<file path="src/rtl/button_input_controller_pkg.sv">
// Shared definitions for the push-button/switch input block:
// Avalon bus widths and register word offsets.
package button_input_controller_pkg;

   localparam int unsigned ADDR_W = 8;
   localparam int unsigned DATA_W = 32;

   localparam logic [ADDR_W-1:0] REG_STATE   = 8'd0;
   localparam logic [ADDR_W-1:0] REG_MASK    = 8'd1;
   localparam logic [ADDR_W-1:0] REG_EDGE    = 8'd2;
   localparam logic [ADDR_W-1:0] REG_EDGESEL = 8'd3;

endpackage

</file>
<file path="src/rtl/button_input_controller_if.sv">
// Avalon-MM slave port plus level IRQ of the button input block.
interface button_input_controller_if
   import button_input_controller_pkg::*;
();
   logic              WRITE;
   logic              READ;
   logic [ADDR_W-1:0] ADDR;
   logic [DATA_W-1:0] WDATA;
   logic [DATA_W-1:0] RDATA;
   logic              IRQ;

   modport master (output WRITE, READ, ADDR, WDATA, input  RDATA, IRQ);
   modport slave  (input  WRITE, READ, ADDR, WDATA, output RDATA, IRQ);
endinterface

</file>
<file path="src/rtl/button_input_controller_debounce_bit.sv">
// Single-pin debouncer: a new level is accepted only after it has differed
// from the current stable level for DEBOUNCE_CYCLES consecutive cycles.
module debounce_bit #(
   parameter int unsigned DEBOUNCE_CYCLES = 50000
)(
   input  logic CLK,
   input  logic RST,
   input  logic d_sync,
   output logic q_stable
);

   localparam int unsigned   CW       = $clog2(DEBOUNCE_CYCLES);
   localparam logic [CW-1:0] CNT_LAST = CW'(DEBOUNCE_CYCLES - 1);

   logic [CW-1:0] r_cnt;
   logic          r_stable;

   // NOTE: sequential state uses non-blocking assignments so every flop samples pre-edge values.
   always_ff @(posedge CLK) begin
      if (RST) begin
         r_cnt    <= '0;
         r_stable <= 1'b0;
      end else if (d_sync == r_stable) begin
         r_cnt <= '0;
      end else if (r_cnt == CNT_LAST) begin
         r_stable <= d_sync;
         r_cnt    <= '0;
      end else begin
         r_cnt <= r_cnt + 1'b1;
      end
   end

   assign q_stable = r_stable;

endmodule

</file>
<file path="src/rtl/button_input_controller.sv">
// Avalon-MM readable button/switch block: sync + debounce per pin, selectable
// edge capture with W1C clearing, maskable level IRQ, registered read data.
module button_input_controller
   import button_input_controller_pkg::*;
#(
   parameter int unsigned      WIDTH           = 8,
   parameter int unsigned      DEBOUNCE_CYCLES = 50000,
   parameter logic [WIDTH-1:0] INVERT          = '0
)(
   input  logic                     CLK,
   input  logic                     RST,
   button_input_controller_if.slave i_bus,
   input  logic [WIDTH-1:0]         BTN
);

   logic [WIDTH-1:0]  r_sync1, r_sync2, r_stable_d;
   logic [WIDTH-1:0]  r_mask, r_edge, r_edgesel;
   logic [WIDTH-1:0]  w_s, w_stable, w_rise, w_fall, w_evt;
   logic [WIDTH-1:0]  w_wdata, w_clr, w_edge_next, w_mask_next;
   logic              w_wr_mask, w_wr_edge, w_wr_edgesel;
   logic [DATA_W-1:0] w_rd;
   logic              w_unused_wdata;

   always_ff @(posedge CLK) begin
      if (RST) begin
         r_sync1 <= '0;
         r_sync2 <= '0;
      end else begin
         r_sync1 <= BTN;
         r_sync2 <= r_sync1;
      end
   end

   assign w_s = r_sync2 ^ INVERT;

   for (genvar g = 0; g < WIDTH; g++) begin : g_db
      debounce_bit #(
         .DEBOUNCE_CYCLES (DEBOUNCE_CYCLES)
      ) u_db (
         .CLK      (CLK),
         .RST      (RST),
         .d_sync   (w_s[g]),
         .q_stable (w_stable[g])
      );
   end

   // stable_d resets to the same value as stable, so reset never looks like an edge
   assign w_rise = w_stable & ~r_stable_d;
   assign w_fall = ~w_stable & r_stable_d;
   assign w_evt  = (w_rise & r_edgesel) | (w_fall & ~r_edgesel);

   assign w_wdata        = i_bus.WDATA[WIDTH-1:0];
   assign w_unused_wdata = &{1'b0, i_bus.WDATA};
   assign w_wr_mask      = i_bus.WRITE && (i_bus.ADDR == REG_MASK);
   assign w_wr_edge      = i_bus.WRITE && (i_bus.ADDR == REG_EDGE);
   assign w_wr_edgesel   = i_bus.WRITE && (i_bus.ADDR == REG_EDGESEL);

   // a new event is OR-ed in after the clear, so a coincident edge is never lost
   assign w_clr       = w_wr_edge ? w_wdata : '0;
   assign w_edge_next = (r_edge & ~w_clr) | w_evt;
   assign w_mask_next = w_wr_mask ? w_wdata : r_mask;

   always_ff @(posedge CLK) begin
      if (RST) begin
         r_stable_d <= '0;
         r_mask     <= '0;
         r_edge     <= '0;
         r_edgesel  <= '1;
         i_bus.IRQ  <= 1'b0;
      end else begin
         r_stable_d <= w_stable;
         r_mask     <= w_mask_next;
         r_edge     <= w_edge_next;
         if (w_wr_edgesel) r_edgesel <= w_wdata;
         i_bus.IRQ  <= |(w_edge_next & w_mask_next);
      end
   end

   // NOTE: default assignment first so no path through the case leaves w_rd unassigned (no latch).
   always_comb begin
      w_rd = '0;
      case (i_bus.ADDR)
         REG_STATE:   w_rd[WIDTH-1:0] = w_stable;
         REG_MASK:    w_rd[WIDTH-1:0] = r_mask;
         REG_EDGE:    w_rd[WIDTH-1:0] = r_edge;
         REG_EDGESEL: w_rd[WIDTH-1:0] = r_edgesel;
         default:     ;
      endcase
   end

   // read mux uses pre-write register values, so read+write returns the old value
   always_ff @(posedge CLK) begin
      if (RST)             i_bus.RDATA <= '0;
      else if (i_bus.READ) i_bus.RDATA <= w_rd;
   end

endmodule

</file>
<file path="src/flat_wrapper.sv">
// flat-port wrapper written by rule: the top's interface ports become plain ports
module button_input_controller_flat import button_input_controller_pkg::*;
#(
   parameter int unsigned      WIDTH           = 8,
   parameter int unsigned      DEBOUNCE_CYCLES = 50000,
   parameter logic [WIDTH-1:0] INVERT          = '0
)
  (CLK, RST, BTN, i_bus_WRITE, i_bus_READ, i_bus_ADDR, i_bus_WDATA, i_bus_RDATA, i_bus_IRQ);
  button_input_controller_if i_bus_i ();
  input  logic CLK;
  input  logic RST;
  input  logic [WIDTH-1:0] BTN;
  input wire logic [$bits(i_bus_i.WRITE)-1:0] i_bus_WRITE;
  input wire logic [$bits(i_bus_i.READ)-1:0] i_bus_READ;
  input wire logic [$bits(i_bus_i.ADDR)-1:0] i_bus_ADDR;
  input wire logic [$bits(i_bus_i.WDATA)-1:0] i_bus_WDATA;
  output wire logic [$bits(i_bus_i.RDATA)-1:0] i_bus_RDATA;
  output wire logic [$bits(i_bus_i.IRQ)-1:0] i_bus_IRQ;
  assign i_bus_i.WRITE = i_bus_WRITE;
  assign i_bus_i.READ = i_bus_READ;
  assign i_bus_i.ADDR = i_bus_ADDR;
  assign i_bus_i.WDATA = i_bus_WDATA;
  assign i_bus_RDATA = i_bus_i.RDATA;
  assign i_bus_IRQ = i_bus_i.IRQ;
  button_input_controller #(.WIDTH(WIDTH), .DEBOUNCE_CYCLES(DEBOUNCE_CYCLES), .INVERT(INVERT)) u_core (.CLK(CLK), .RST(RST), .i_bus(i_bus_i), .BTN(BTN));
endmodule
</file>
<file path="config.mk">
export PLATFORM = sky130hd
export DESIGN_NAME = button_input_controller_flat
export DESIGN_NICKNAME = d
export VERILOG_FILES = /design/src/rtl/button_input_controller_pkg.sv /design/src/rtl/button_input_controller_if.sv /design/src/rtl/button_input_controller_debounce_bit.sv /design/src/rtl/button_input_controller.sv /design/src/flat_wrapper.sv
export SDC_FILE = /design/constraint.sdc
export NUM_CORES = 1
export LEC_CHECK = 0
export CORE_MARGIN = 1
export CORE_UTILIZATION = 52
export DETAILED_ROUTE_END_ITERATION = 6
export GPL_ROUTABILITY_DRIVEN = 1
export PLACE_DENSITY = 0.81
export SLEW_MARGIN = 30
export SYNTH_ARGS = -nofsm -noshare
export SYNTH_HDL_FRONTEND = slang
export SYNTH_SLANG_ARGS = --single-unit
export TNS_END_PERCENT = 20
</file>
<file path="constraint.sdc">
create_clock -name CLK -period 2.8 [get_ports CLK]
set_clock_uncertainty 0.1 [all_clocks]
set_input_delay 0.56 -clock CLK [delete_from_list [all_inputs] [get_ports CLK]]
set_output_delay 0.56 -clock CLK [all_outputs]
set_load 0.05 [all_outputs]
</file>
## Word level (Yosys, flattened, before mapping)

Index checks and enable logic that the tools add are counted.

| storage, ports and cells | value |
|---|---|
| flip-flop bits (word level) | 193 |
| input port bits | 52 |
| output and inout bits | 33 |
| logic and storage cells | 95 |

| operators by class | value |
|---|---|
| $add $sub $neg | 8 |
| eq/ne operators | 19 |
| multiplexer cells | 3 |
| bitwise logic cells | 20 |
| reductions and logical operators | 21 |

Operators with widths:

| kind | number |
|---|---|
| adder 16 x 1 -> 16 bit (second input constant) | 8 |
| equality test 16 bit (second input constant) | 8 |
| AND 8 bit | 6 |
| inverter 8 bit | 4 |
| case mux 8 bit (4 select lines) | 1 |
| OR reduction 3 bit | 8 |
| equality test 8 x 2 -> 1 bit (second input constant) | 2 |
| 2-to-1 mux 8 bit | 2 |
| bitwise OR 8 bit | 2 |
| AND reduction 2 bit | 8 |
| equality test 1 bit | 8 |
| equality test 8 x 1 -> 1 bit (second input constant) | 1 |
| logical NOT 8 bit | 1 |
| inverter 1 bit | 8 |
| OR reduction 8 bit | 1 |
| logical AND 1 bit | 3 |

## Depth between registers and ports, before layout

| depth | value |
|---|---|
| word-level depth | 8 |
| depth in mapped cells | 9 |
| depth with buffers taken out | 6 |

## Modules after synthesis

A second synthesis with hierarchy kept.

| unflattened totals | value |
|---|---|
| cell total of the unflattened synthesis | 906 |
| area, all modules | 8787.2 um^2 |

By module, submodules not included:

| module | instances | cells each | area an instance (um^2) | seq. area each (um^2) |
|---|---|---|---|---|
| debounce_bit | 8 | 83 | 794.5 | 340.3 |
| button_input_controller | 1 | 242 | 2431.1 | 1141.1 |

## Worst setup path before layout

OpenSTA, ideal clock, no wires.

| timing path | value |
|---|---|
| path kind | input port to flip-flop |
| from | input i_bus_ADDR[5] |
| to | register u_core.i_bus.IRQ |
| library setup time | 0.125 ns |
| arrival | 1.881 ns |
| data required time | 2.575 ns |
| slack | 0.694 ns |
| stages on the path | 5 |
| buffers on the path | 0 |
| cell sequence | nor4_4 nand4_4 mux2i_1 o22ai_1 o41a_1 |

| on the way | value |
|---|---|
| cells in the longest elaborated chain, start to end | 8 |
| elaborated cells on any way between the ends | 11 |
| classes of those cells | eq/ne (2); mux (2); bitwise (4); reduce/logical (3) |

RTL lines:

| element | line | RTL |
|---|---|---|
| start, declared | flat_wrapper.sv:15 | `input wire logic [$bits(i_bus_i.ADDR)-1:0] i_bus_ADDR;` |
| equality test 8 x 2 -> 1 bit | button_input_controller.sv:55 | `assign w_wr_edge = i_bus.WRITE && (i_bus.ADDR == REG_EDGE);` |
| logical AND 1 bit | button_input_controller.sv:55 |  |
| 2-to-1 mux 8 bit | button_input_controller.sv:59 | `assign w_clr = w_wr_edge ? w_wdata : '0;` |
| inverter 8 bit | button_input_controller.sv:60 | `assign w_edge_next = (r_edge & ~w_clr) \| w_evt;` |
| AND 8 bit | button_input_controller.sv:60 |  |
| bitwise OR 8 bit | button_input_controller.sv:60 |  |
| AND 8 bit (*) | button_input_controller.sv:75 | `i_bus.IRQ <= \|(w_edge_next & w_mask_next);` |
| OR reduction 8 bit (*) | button_input_controller.sv:75 |  |
| end signal, assigned | button_input_controller.sv:75 |  |
| end, declared | button_input_controller_if.sv:13 | `modport slave (input WRITE, READ, ADDR, WDATA, output RDATA, IRQ);` |

Mark *: on every way between the ends. The rest lies on a longest branch, timed or not.
A chain may end at the register's enable or synchronous reset.

## Final worst setup path

Ends and elaborated chain as after synthesis.

==> out/metrics.csv <==
stage;metric;value;unit
outcome;status;finished, final reports clean;
clock_tree;Clock Pin Slew Worst Setup and Hold Paths;0.06;ns
detailed_routing;DR WL/cell;12.7;um
clock_tree;clock root buffer;clkbuf_16;
logic_synthesis;top_reg_cell synth;dfxtp_1;
global_route;largest net degree at the start of global routing;33;
logic_synthesis;fraction of registers with async set/reset;0;%
clock_tree;clock sink count;193;
logic_synthesis;Yosys top cell area share;47.3;%
final_layout;share of cells above drive strength 1;6.32;%
final_layout;antenna diode count;0;
sta;final hold vios;0;
clock_tree;Setup Buffers After CTS;0;
logic_synthesis;cells after synthesis;898;
worst_setup_path;critical path launch point;i_bus_ADDR[5];
logic_synthesis;Synth top cells by count;dfxtp_1 (193), nor2_1 (187), xnor2_1 (66);
clock_tree;PostCTS Resize Cnt;0;
worst_setup_path;critical path data required time;3.01;ns
clock_tree;htree depth;4;
worst_setup_path;crit end category;flip-flop;
sta;minimum clock period;2.39;ns
detailed_routing;final WL;14.7;mm
logic_synthesis;most frequent cell after synthesis;dfxtp_1;
sta;RSZ-0062 raised after global routing;false;
worst_setup_path;worst reg2reg path startpoint;u_core.g_db[2].u_db.r_cnt[4];
worst_setup_path;R2R depth;4;
global_route;Congestion Overflow GR;0;
worst_setup_path;WP data arrival;2.60;ns
worst_setup_path;crit-path max FO;8;
detailed_routing;vias per cell;5.11;
worst_setup_path;crit path to;u_core.i_bus.IRQ;
sta;Pins Over Slew Limit;0;
logic_synthesis;Synth Area per Inst;9.10;um2
final_layout;Finished Layout Cells;1160;
clock_tree;CTS tree;done;
run;Max-Cap Viols;0;
worst_setup_path;reg2reg setup slack;0.61;ns
global_route;vias in the first global route;5643;
sta;Final period util;85.4;%
floorplan;area of the core;0.0153;mm2
final_layout;final net count;996;
worst_setup_path;reg2reg end;u_core.g_db[2].u_db.r_cnt[6];
logic_synthesis;yosys warns;0;
final_layout;synthesis-to-finish area growth;13.1;%
detailed_routing;DRT antenna net count;0;
floorplan;die height;127;um
logic_synthesis;Syn Std Cell Area;0.00818;mm2
floorplan;Die ar.;0.0162;mm2
power_and_ir_drop;VDD IR-drop max;0.443;mV
global_route;initial antenna violation count;2;
logic_synthesis;EDFF count, synth;0;
logic_synthesis;largest area contributor in the netlist;dfxtp_1;
worst_setup_path;CP Class;in -> reg;
power_and_ir_drop;Pleak;0.00320;uW
logic_synthesis;Cell variety after synth;39;
final_layout;end-of-flow core utilization;60.6;%
clock_tree;# hold bufs at CTS;0;
place;number of port buffers;36;
detailed_routing;First-pass DRT Iterations;5;
global_route;Total Routing Usage GR;19.2;%
power_and_ir_drop;pwr dens;581;mW/mm2
detailed_routing;Via Count;5929;
place;Routability Congestion;0.774;
logic_synthesis;sequential share of the synthesized area;47.3;%
sta;Rel. slew slack;56.7;%
global_route;first-pass GRT wire length;25.1;mm
sta;Max Freq;418;MHz
sta;smallest hold slack;0.336;ns
sta;Final setup viols;0;
floorplan;Die Span X;127;um
floorplan;cell row count;45;
place;dpl cells;1128;
worst_setup_path;Worst Setup Start Kind;input pin;
clock_tree;CTS Buf Count;17;
floorplan;I/O pin cnt;85;
clock_tree;CTS max path bufs;2;
final_layout;fillers;1302;
logic_synthesis;largest cells by area after synthesis;dfxtp_1 (47%), nor2_1 (8.6%), xnor2_1 (7.1%);
clock_tree;worst-skew pair later-pin latency;0.43;ns
detailed_routing;DRT iter0 DRCs;310;
floorplan;Initial Util;53.6;%
min_path;Hold/Removal Path Class;reg -> reg;
place;hpwl dp;9.73;mm
sta;Fin Setup TNS;0;ns
sta;worst slew pin tran;0.650;ns
detailed_routing;DRC violations left;0;
logic_synthesis;count of state elements after synthesis;193;
flip-flops by register name (all words and copies together) (netlist names):
register,count
u_core.r_sync2,8
u_core.g_db.u_db.r_cnt,128
u_core.r_edge,8
u_core.g_db.u_db.q_stable,8
u_core.i_bus.RDATA,8
u_core.i_bus.IRQ,1
u_core.r_stable_d,8
u_core.r_edgesel,8
u_core.r_mask,8
u_core.r_sync1,8
cell families after synthesis:
logic type | after synthesis | synth area share (%)
multiplexers | 32 | 5.14
other | 1 | 0.0459
adder cells (fa/ha/maj) | 8 | 1.22
AO/OA/AOI/OAI | 33 | 2.53
flip-flops | 193 | 47.3
XOR/XNOR | 118 | 12.6
AND/OR/NAND/NOR | 440 | 26.5
buffers and inverters | 73 | 4.70
worst min-delay path by stage:
stage,startpoint,slack [ns],end,cells after the start
final,u_core.r_sync1[1],0.34,u_core.r_sync2[1],1
after global routing,u_core.r_sync1[1],0.36,u_core.r_sync2[1],1
after CTS,u_core.r_sync1[2],0.34,u_core.r_sync2[2],1
after detailed placement,u_core.r_sync1[2],0.32,u_core.r_sync2[2],1
after global placement,u_core.r_sync1[7],0.32,u_core.r_sync2[7],1
after floorplan,u_core.g_db[6].u_db.r_cnt[0],0.31,u_core.g_db[6].u_db.r_cnt[0],1
final cells by class:
type / instances / area [um2] / area share [%]
flip-flops and latches: 193 / 3860 / 41.8
repair buffers: 45 / 423 / 4.57
clock inverters: 8 / 103 / 1.11
multi-input cells: 655 / 4010 / 43.4
well taps: 211 / 264 / 2.85
inverters: 24 / 90.1 / 0.974
clock buffers: 24 / 492 / 5.32
power breakdown:
group / total (uW) / internal, uW / leakage (uW) / switching [uW]
clock: 2410 / 1410 / 0.000286 / 996
combinational: 200 / 65.0 / 0.00136 / 135
sequential: 2770 / 2760 / 0.00156 / 7.99
total: 5370 / 4240 / 0.00320 / 1140
metal layers:
layer	part of all wire [%]	up-vias	track usage, %
met1	47	2761	23.0
met2	48	118	33.0
met3	4.2	23	4.86
li1	-	3023	-
met5	0.16	-	0
met4	1.5	4	7.63
critical path, cell delays in order:
cell	delay (ns)
clkdlybuf4s50_1	0.44
nor4_4	0.43
nand4_2	0.31
a21oi_1	0.29
o22ai_1	0.14
o41a_1	0.42
through the flow:
stage          worst slack, ns  cell area (um2)  total power (uW)
3_3_place_gp            0.0455             8650              3030
5_1_grt                  0.298             9250              5570
2_1_floorplan            0.694             8260              2990
3_5_place_dp           -0.0524             8650              3030
4_1_cts                  0.404             9250              5420
6_report                 0.409             9250              5370
layout by cell type, fill, tap and decap left out, types with 18 or more instances in the layout:
cell type        instances
dfxtp_1                193
nor2_1                 187
xnor2_1                 66
nand2_1                 59
xor2_1                  52
nand3_1                 45
clkdlybuf4s50_1         35
nor2b_1                 34
nor3_1                  25
mux2i_1                 24
conb_1                  24
inv_1                   23
nand4_1                 20
and3_1                  19
a21oi_1                 18
No activity file was read; power rests on OpenSTA's default activity.
==> patch, RTL diff (same settings) <==
Set the package constant `DATA_W` to 64 (it was 32).
--- a/src/rtl/button_input_controller_pkg.sv
+++ b/src/rtl/button_input_controller_pkg.sv
@@ -3,7 +3,7 @@
 package button_input_controller_pkg;
 
    localparam int unsigned ADDR_W = 8;
-   localparam int unsigned DATA_W = 32;
+   localparam int unsigned DATA_W = 64;
 
    localparam logic [ADDR_W-1:0] REG_STATE   = 8'd0;
    localparam logic [ADDR_W-1:0] REG_MASK    = 8'd1;
Ports: changed (resized i_bus_RDATA and i_bus_WDATA); port bits go from 85 to 149. No check against the original RTL was run, so the function may have changed too.
==> patch against the original RTL <==
  * Global-route usage decreased by 0.57 points
  * Final cell count increased by 3.3%
  * Area after synthesis increased by 2.9%
  * Non-clock buffer count increased by 2
  * Sequential share of layout area decreased by 0.80 points
  * Wire length about the same
  * Total power increased by 5.1%
  * Sequential power about the same
  * Utilization decreased by 1.0 points
  * Setup slack improved by 0.069 ns
  * Final area increased by 2.0%
  * Sequential cell count unchanged
  * Critical path type unchanged
==> patch: results (changes against the original RTL) <==
[run_status] outcome complete, no violations
[final_layout] # fillers 1,344 [+3.2%]
[worst_hold_path] Min-Delay Startpoint u_core.r_sync1[7]$_SDFF_PP0_
[global_route] met3 track demand over resource in global routing 5.66% [+0.80 points]
[detailed_routing] vias per inst 5.01 [-2.0%]
[global_route] global-route wire length before repair 24.8 mm [-1.2%]
[synthesis] register area share after synthesis 45.9% [-1.3 points]
[setup_path] start of the worst register-to-register path u_core.g_db[6].u_db.r_cnt[4]$_SDFF_PP0_
[global_route] overall fraction of global-route tracks in use 18.6% [-0.57 points]
[global_route] number of global-route vias before repair 5,483 [-2.8%]
[power_and_ir_drop] switching power 1.28 mW [+12%]
[synthesis] leading cell types by total area after synthesis dfxtp_1, nor2_1, xnor2_1
[global_route] number of antenna violations at the first check in global routing 0 [-2]
[global_route] routing usage on met1 22.8% [-0.19 points]
[detailed_routing] wire length on met1 6.86 mm [about the same]
[place] final weighted congestion of routability-driven global placement 0.785 [+1.5%]
[detailed_routing] routed length on met3 658 um [+5.6%]
[detailed_routing] total met2 wirelength after detailed routing 7.01 mm [+0.11%]
[setup_path] Arrival @ worst endpoint 2.54 ns [-0.06 ns]
[sta] worst slew pin tran 0.611 ns [-0.0395 ns]
[detailed_routing] number of violations reported at the end of detailed-routing iteration 0 311 [+0.32%]
[final_layout] final-stage net count 1,062 [+6.6%]
[synthesis] Synth top cells by count dfxtp_1, nor2_1, xnor2_1
[place] placed inst area 0.00880 mm^2 [+1.6%]
[worst_hold_path] endpoint of the worst hold-timing path u_core.r_sync2[7]$_SDFF_PP0_
[place] detailed-placement wirelength estimate 9.99 mm [+2.7%]
[power_and_ir_drop] maximum VDD drop 438 uV [-1.3%]
[patch: changes by cell type after synthesis]
cell / before / now
buf_4: 28 / 60
[patch: layout make-up]
cell class,count,area share (%)
sequential,193,41.0
timing repair buffer,47,4.64
clock buffer,19,4.80
tap,216,2.87
inverter,24,0.955
multi-input combinational,687,43.8
clock inverter,12,1.92
[patch: power by group through the flow]
stage	sequential [mW]	combinational [mW]	clock, mW
finish	2.77	0.295	2.59
global placement	2.83	0.293	0
CTS	2.77	0.295	2.63
detailed placement	2.83	0.295	0
floorplan	2.83	0.289	0
global route	2.77	0.314	2.75
[patch: critical path, stage by stage]
cell	delay (ns)
clkdlybuf4s50_1	0.44
nor4_4	0.42
nand4_4	0.28
mux2i_1	0.30
o22ai_1	0.12
o41a_1	0.42
[patch: logic make-up (layout without fill, tap and decap cells)]
| kind of cell | Yosys count | count (layout) | share of synthesized area, % |
|---|---|---|---|
| AOI/OAI and AO/OA | 33 | 33 | 2.45 |
| muxes | 32 | 32 | 5.00 |
| and+or+nand+nor | 440 | 440 | 25.7 |
| adders and majority gates | 8 | 8 | 1.19 |
| other | 1 | 56 | 0.0446 |
| DFF | 193 | 193 | 45.9 |
| buffers and inverters | 105 | 102 | 7.42 |
| xor gates and xnor gates | 118 | 118 | 12.3 |
[patch: through the flow]
step                hold WS (ns)  worst slack, ns  cells  power, mW
finish                     0.331            0.478   1198       5.65
CTS                        0.336            0.487   1198       5.70
global route               0.347            0.355   1198       5.83
floorplan                  0.313            0.694    985       3.12
detailed placement         0.322           0.0271   1167       3.12
global placement           0.318           0.0590   1167       3.12
